`config.mk`:
```
export PLATFORM = sky130hd
export DESIGN_NAME = rst_seq
export DESIGN_NICKNAME = d
export VERILOG_FILES = /design/src/rtl/rst_seq.sv
export SDC_FILE = /design/constraint.sdc
export NUM_CORES = 1
export LEC_CHECK = 0
export CAP_MARGIN = 30
export CORE_MARGIN = 4
export CORE_UTILIZATION = 45
export CTS_CLUSTER_DIAMETER = 60
export DETAILED_ROUTE_END_ITERATION = 6
export GPL_TIMING_DRIVEN = 0
export PLACE_DENSITY = 0.72
export SLEW_MARGIN = 20
export SYNTH_ARGS = -nofsm -noshare
export SYNTH_HDL_FRONTEND = slang
export SYNTH_SLANG_ARGS = --single-unit
```
`constraint.sdc`:
```
create_clock -name clk -period 2.2 [get_ports clk]
set_input_delay 0.66 -clock clk [delete_from_list [all_inputs] [get_ports clk]]
set_output_delay 0.66 -clock clk [all_outputs]
set_load 0.005 [all_outputs]
```
`src/rtl/rst_seq.sv`:
```
// rst_seq: reset sequencer with async assertion, synchronised staggered release and masked software re-reset.
module rst_seq #(
    parameter int SYNC_STAGES = 2,
    parameter int NUM_CH      = 4,
    parameter int HOLD_CYCLES = 16,
    parameter int STAGGER     = 8,
    parameter int CNT_W       = 8
) (
    input  logic              clk,
    input  logic              rst_n,
    input  logic              sw_rst_req,
    input  logic [NUM_CH-1:0] ch_mask,
    output logic [NUM_CH-1:0] rst_out_n,
    output logic              seq_busy,
    output logic              seq_done
);
    typedef enum logic [2:0] {SYNC, HOLD, REL, RUN, SW_HOLD, SW_REL} state_t;
    state_t            state, state_d;
    logic [SYNC_STAGES-1:0] sync;
    logic [CNT_W-1:0]  cnt, cnt_d, lim;
    logic [NUM_CH-1:0] held, held_d;
    logic              in_hold, sw_path;
    always_ff @(posedge clk or negedge rst_n) begin
        if (!rst_n) begin
            sync  <= '0;
            state <= SYNC;
            cnt   <= '0;
            held  <= '1;
        end else begin
            sync  <= {sync[SYNC_STAGES-2:0], 1'b1};
            state <= state_d;
            cnt   <= cnt_d;
            held  <= held_d;
        end
    end
    assign in_hold = (state == HOLD) || (state == SW_HOLD);
    assign sw_path = (state == SW_HOLD) || (state == SW_REL);
    assign lim     = in_hold ? CNT_W'(HOLD_CYCLES - 1) : CNT_W'(STAGGER - 1);
    // held doubles as the pending-release set; each release clears its lowest set bit
    always_comb begin
        state_d = state;
        cnt_d   = cnt;
        held_d  = held;
        case (state)
            SYNC: begin
                state_d = sync[SYNC_STAGES-1] ? HOLD : SYNC;
                cnt_d   = '0;
            end
            HOLD, REL, SW_HOLD, SW_REL: begin
                held_d  = (cnt == lim) ? (held & (held - NUM_CH'(1))) : held;
                cnt_d   = (cnt == lim) ? '0 : cnt + CNT_W'(1);
                state_d = (cnt != lim) ? state : !(|held_d) ? RUN : sw_path ? SW_REL : REL;
            end
            RUN: begin
                held_d  = (sw_rst_req && |ch_mask) ? ch_mask : held;
                state_d = (sw_rst_req && |ch_mask) ? SW_HOLD : RUN;
                cnt_d   = '0;
            end
            default: state_d = SYNC;
        endcase
    end
    assign rst_out_n = ~held;
    assign seq_done  = (state == RUN);
    assign seq_busy  = !seq_done;
endmodule

```
## Word-level counts from Yosys, hierarchy flattened

Index checks and enable logic that the tools add are counted.

| operators by class | value |
|---|---|
| add/sub/neg operators | 2 |
| equality and inequality tests | 9 |
| muxes and demuxes | 12 |
| bitwise operators | 2 |
| reduce and logical (&&, ||, !) cells | 12 |

Operators with widths:

| kind | number |
|---|---|
| 8-bit case mux with 2 select lines | 1 |
| 3-bit 2-to-1 mux | 4 |
| 4-bit 2-to-1 mux | 3 |
| 4-bit OR reduction | 3 |
| 3-bit case mux with 3 select lines | 1 |
| 8-bit by 1-bit adder with 8-bit output (second input constant) | 1 |
| 8-bit by 4-bit == test with 1-bit output | 1 |
| 8-bit 2-to-1 mux | 1 |
| 8-bit by 4-bit != test with 1-bit output | 1 |
| 4-bit case mux with 2 select lines | 1 |
| 3-bit by 2-bit == test with 1-bit output (second input constant) | 2 |
| 3-bit == test (second input constant) | 2 |
| 4-bit AND | 1 |
| 4-bit inverter | 1 |
| 2-bit nonzero test | 2 |
| 4-bit by 1-bit subtractor with 4-bit output (second input constant) | 1 |
| 3-bit by 1-bit == test with 1-bit output (second input constant) | 1 |
| 3-bit logical NOT | 1 |
| 1-bit logical OR | 2 |
| 2-bit by 1-bit != test with 1-bit output (second input constant) | 1 |
| 2-bit != test (second input constant) | 1 |
| 2-bit AND reduction | 1 |
| 2-bit OR reduction | 1 |
| 1-bit logical AND | 1 |
| other kinds (2) | 2 |

| storage, ports and cells | value |
|---|---|
| flip-flop bits (word level) | 17 |
| input port bits | 7 |
| output and inout port bits | 6 |
| logic and storage cells | 41 |

## Logic depth before layout (Yosys ltp)

| depth | value |
|---|---|
| word-level depth | 9 |
| gate-level depth with buffers | 7 |

## Least setup slack after synthesis

No wires, ideal clock.

| timing | value |
|---|---|
| path type | in2reg |
| start point | input port ch_mask[2] |
| end point | register held[0] |
| library setup time | 83 ps |
| data arrival time | 1719 ps |
| required time | 2117 ps |
| slack | 397 ps |
| cell stages on the path | 4 |
| buffers on the path | 0 |
| cell sequence | o41a_1 o21ai_2 nor2_1 a221o_1 |

| on the way | value |
|---|---|
| longest elaborated chain between the ends | 4 |

RTL lines:

| what | line | RTL |
|---|---|---|
| start, declared | 12 | `input logic [NUM_CH-1:0] ch_mask,` |
| 4-bit OR reduction | 55 | `held_d = (sw_rst_req && \|ch_mask) ? ch_mask : held;` |
| 1-bit logical AND | 55 |  |
| 2-bit by 1-bit != test with 1-bit output (no line) | n/a |  |
| 2-bit AND reduction (no line) | n/a |  |
| end signal, assigned | 33 | `held <= held_d;` |
| end, declared | 21 | `logic [NUM_CH-1:0] held, held_d;` |

Every way passes these cells.
A chain may end at the register's enable or synchronous reset.

## Final worst setup path

| timing | value |
|---|---|
| start point | register state[0] |
| end point | output port seq_done |

| on the way | value |
|---|---|
| longest elaborated chain between the ends | 1 |

RTL lines:

| what | line | RTL |
|---|---|---|
| start, declared | 18 | `state_t state, state_d;` |
| start signal, assigned | 31 | `state <= state_d;` |
| 3-bit by 2-bit == test with 1-bit output | 63 | `assign seq_done = (state == RUN);` |
| end, declared | 15 | `output logic seq_done` |

Every way passes these cells.

==> flow_summary.json <==
{
  "fmax_mhz": 466,
  "worstMarginPinSlew_ps": 748,
  "grtUsageMet2": 0.284,
  "p_switching_mw": 0.854,
  "synth-main-ff-cell": "dfrtp_1",
  "clockBufferDepth": 2,
  "synth_area_per_cell_um2": 8.55,
  "gp_congestion": 0.861,
  "critPathMaxFanout": 5,
  "cts.sinks": 17,
  "clk_latency_ps": 310,
  "tritoncts": "yes",
  "grt_pass1_vias": 998,
  "clk_pin_slew_worst_paths_ps": 110,
  "syn_area_um2": 1150,
  "synth_fp_nets": 143,
  "power_frac_seq": 0.293,
  "fin_worst_skew_ps": 17.3,
  "status": "complete, no violations",
  "first_iter_violations": 52,
  "hold_class": "reg2reg",
  "path_cells": "buf_6, nand2_1, or2_4, inv_4, dlygate4sd2_1",
  "peakVddDrop_v": 0.000818,
  "die_h_um": 58.7,
  "synth_cells": 135,
  "synthArstFlopShare": 1.00,
  "path_class": "reg2out",
  "die_area_um2": 3440,
  "setup_tns_ps": 0,
  "powerDensity_nw_per_um2": 1380,
  "dp_hpwl_mm": 2.08,
  "internal_power_mw": 1.06,
  "yosys_warnings": 0,
  "grt_max_degree": 18,
  "dr.pass1.iters": 4,
  "fin_crit_ps": 2140,
  "via_count": 1102,
  "combPwrFrac": 0.616,
  "pwr-share-clk": 0.091,
  "cts_buffers": 3,
  "hold_buffers": 0,
  "fillers": 222,
  "post_drt_via_cell_ratio": 5.96,
  "drv_cap": 0,
  "ys_types": 44,
  "finish.net_count": 164,
  "dp_slack_ps": -201,
  "cts_root_buf": "clkbuf_4",
  "slowest_delay_ps": 360,
  "io_buffers": 12,
  "cp_data_required_time_ps": 1540,
  "gr-total-overflow": 0,
  "core_um2": 2450,
  "ant_nets": 0,
  "use_met1": 0.242,
  "cp-end-kind": "primary output",
  "p_leak_nw": 0.591,
  "antenna_found_initial": 0,
  "area_growth_syn_to_layout_pct": 19.7,
  "start_util": 0.470,
  "diodes": 0,
  "grt_use_met3": 0.0395,
  "drcViolationCount": 0,
  "critPathLaunchType": "flop",
  "drive_gt1_frac": 0.155,
  "max_slew_margin": 0.500,
  "grt_pass1_wl_mm": 4.63,
  "h-tree-depth": 1,
  "synth_top_area_cell": "dfrtp_1",
  "arrival_ps": 1480,
  "fin_crit_sh": 0.975,
  "synth_top_area_share": 0.282,
  "synthTopCellsByArea": "dfrtp_1 (28%), dfstp_2 (9.1%), a21oi_1 (5.2%)",
  "wire_per_inst_um": 15.8,
  "final-setup-viol-count": 0,
  "slew_violations": 0,
  "hold_ws_ps": 372,
  "die_w_um": 58.7,
  "rsz0062_at_grt": "false",
  "busiest_layer": "met2",
  "rows": 18,
  "grt_usage": 0.176,
  "ios": 13,
  "wl_mm": 2.92,
  "ys_seq_elements": 17,
  "crit_slowest_cell": "dfrtp_1",
  "swShare": 0.447,
  "yosysSeqAreaShare": 0.373,
  "fin_ws_ps": 55.5,
  "finalHoldViolations": 0,
  "synth-edff-count": 0
}
-- worst max-delay path, delay by kind of cell, from the launching register on --
family / cells / cell delay, ps
flops: 1 / 360
simple gates: 2 / 380
buf+inv: 3 / 440
-- metrics by stage --
| step | std cells | total power [mW] | util | cell area [um^2] |
|---|---|---|---|---|
| final | 185 | 1.91 | 0.563 | 1380 |
| after global routing | 185 | 2.06 | 0.563 | 1380 |
| after CTS | 185 | 1.90 | 0.563 | 1380 |
| after detailed placement | 177 | 1.67 | 0.535 | 1310 |
| after global placement | 177 | 1.64 | 0.535 | 1310 |
| after floorplan | 135 | 1.37 | - | 1150 |
-- cell usage after synthesis (2+ instances only) --
| cell | number |
|---|---|
| o21ai_0 | 4 |
| a211oi_1 | 3 |
| nand2_1 | 11 |
| and2_1 | 4 |
| nor3_1 | 6 |
| a21oi_1 | 12 |
| nor2_1 | 15 |
| a221o_1 | 3 |
| inv_1 | 7 |
| buf_4 | 2 |
| o22ai_1 | 3 |
| nand3_1 | 3 |
| and3_1 | 2 |
| dfrtp_1 | 13 |
| buf_2 | 4 |
| a311oi_1 | 2 |
| xnor2_1 | 4 |
| xor2_1 | 4 |
| a31oi_1 | 4 |
| dfstp_2 | 4 |
| clkbuf_1 | 2 |
-- per-layer routing --
layer / vias up / wire, um / share of wire
met4: 0 / 13 / 0.0045
met3: 2 / 202 / 0.069
li1: 533 / - / -
met1: 520 / 1230 / 0.42
met5: - / 0 / 0
met2: 47 / 1470 / 0.50
-- layout make-up --
type	count	area [um^2]	area share
clock inverters	1	5.00	0.00362
plain buffers	8	52.6	0.0380
repair buffers	16	148	0.107
multi-input cells	103	658	0.476
inverters	7	28.8	0.0208
flip-flops and latches	17	430	0.311
well taps	30	37.5	0.0271
clock buffers	3	22.5	0.0163
-- repair_timing --
action / in CTS / in global routing
gates resized for setup: 8 / 0
setup endpoints to repair: 2 / 0
setup buffers: 4 / 0
-- worst paths after layout --
| check | startpoint | to | slack (ps) | depth (start not counted) |
|---|---|---|---|---|
| max | state[0] | seq_done | 60 | 5 |
| min | sync[0] | sync[1] | 370 | 0 |
| max reg2reg | cnt[0] | state[2] | 390 | 5 |
| min reg2reg | sync[0] | sync[1] | 370 | 0 |
| max in group asynchronous | rst_n | cnt[0] | 930 | 1 |
| min in group asynchronous | rst_n | state[2] | 780 | 1 |
-- registers in the layout, indices dropped and copies added (netlist names) --
register,flops
sync,2
held,4
cnt,8
state,3
-- kinds of logic after synthesis --
| family | synth area share |
|---|---|
| DFF | 0.373 |
| and+or+nand+nor | 0.203 |
| other | 0.00325 |
| AOI/OAI and AO/OA | 0.281 |
| adders and majority gates | 0.0108 |
| buffers and inverters | 0.0596 |
| muxes | 0.00975 |
| xor gates and xnor gates | 0.0607 |
-- power by group through the flow --
stage / Combinational (mW) / Clock [mW] / Sequential [mW]
after CTS: 1.17 / 0.176 / 0.555
after global placement: 1.08 / 0 / 0.557
after floorplan: 0.840 / 0 / 0.532
after detailed placement: 1.11 / 0 / 0.563
after global routing: 1.29 / 0.186 / 0.576
final: 1.18 / 0.175 / 0.560
-- cell usage in the layout, fill, tap and decap left out, types with 5 or more instances in the layout --
master            n
buf_4             5
nor3_1            6
clkdlybuf4s50_1  10
a21oi_1          12
nand2_1          11
dfrtp_1          13
inv_1             6
nor2_1           15
Power figures use the tool's default switching activity.
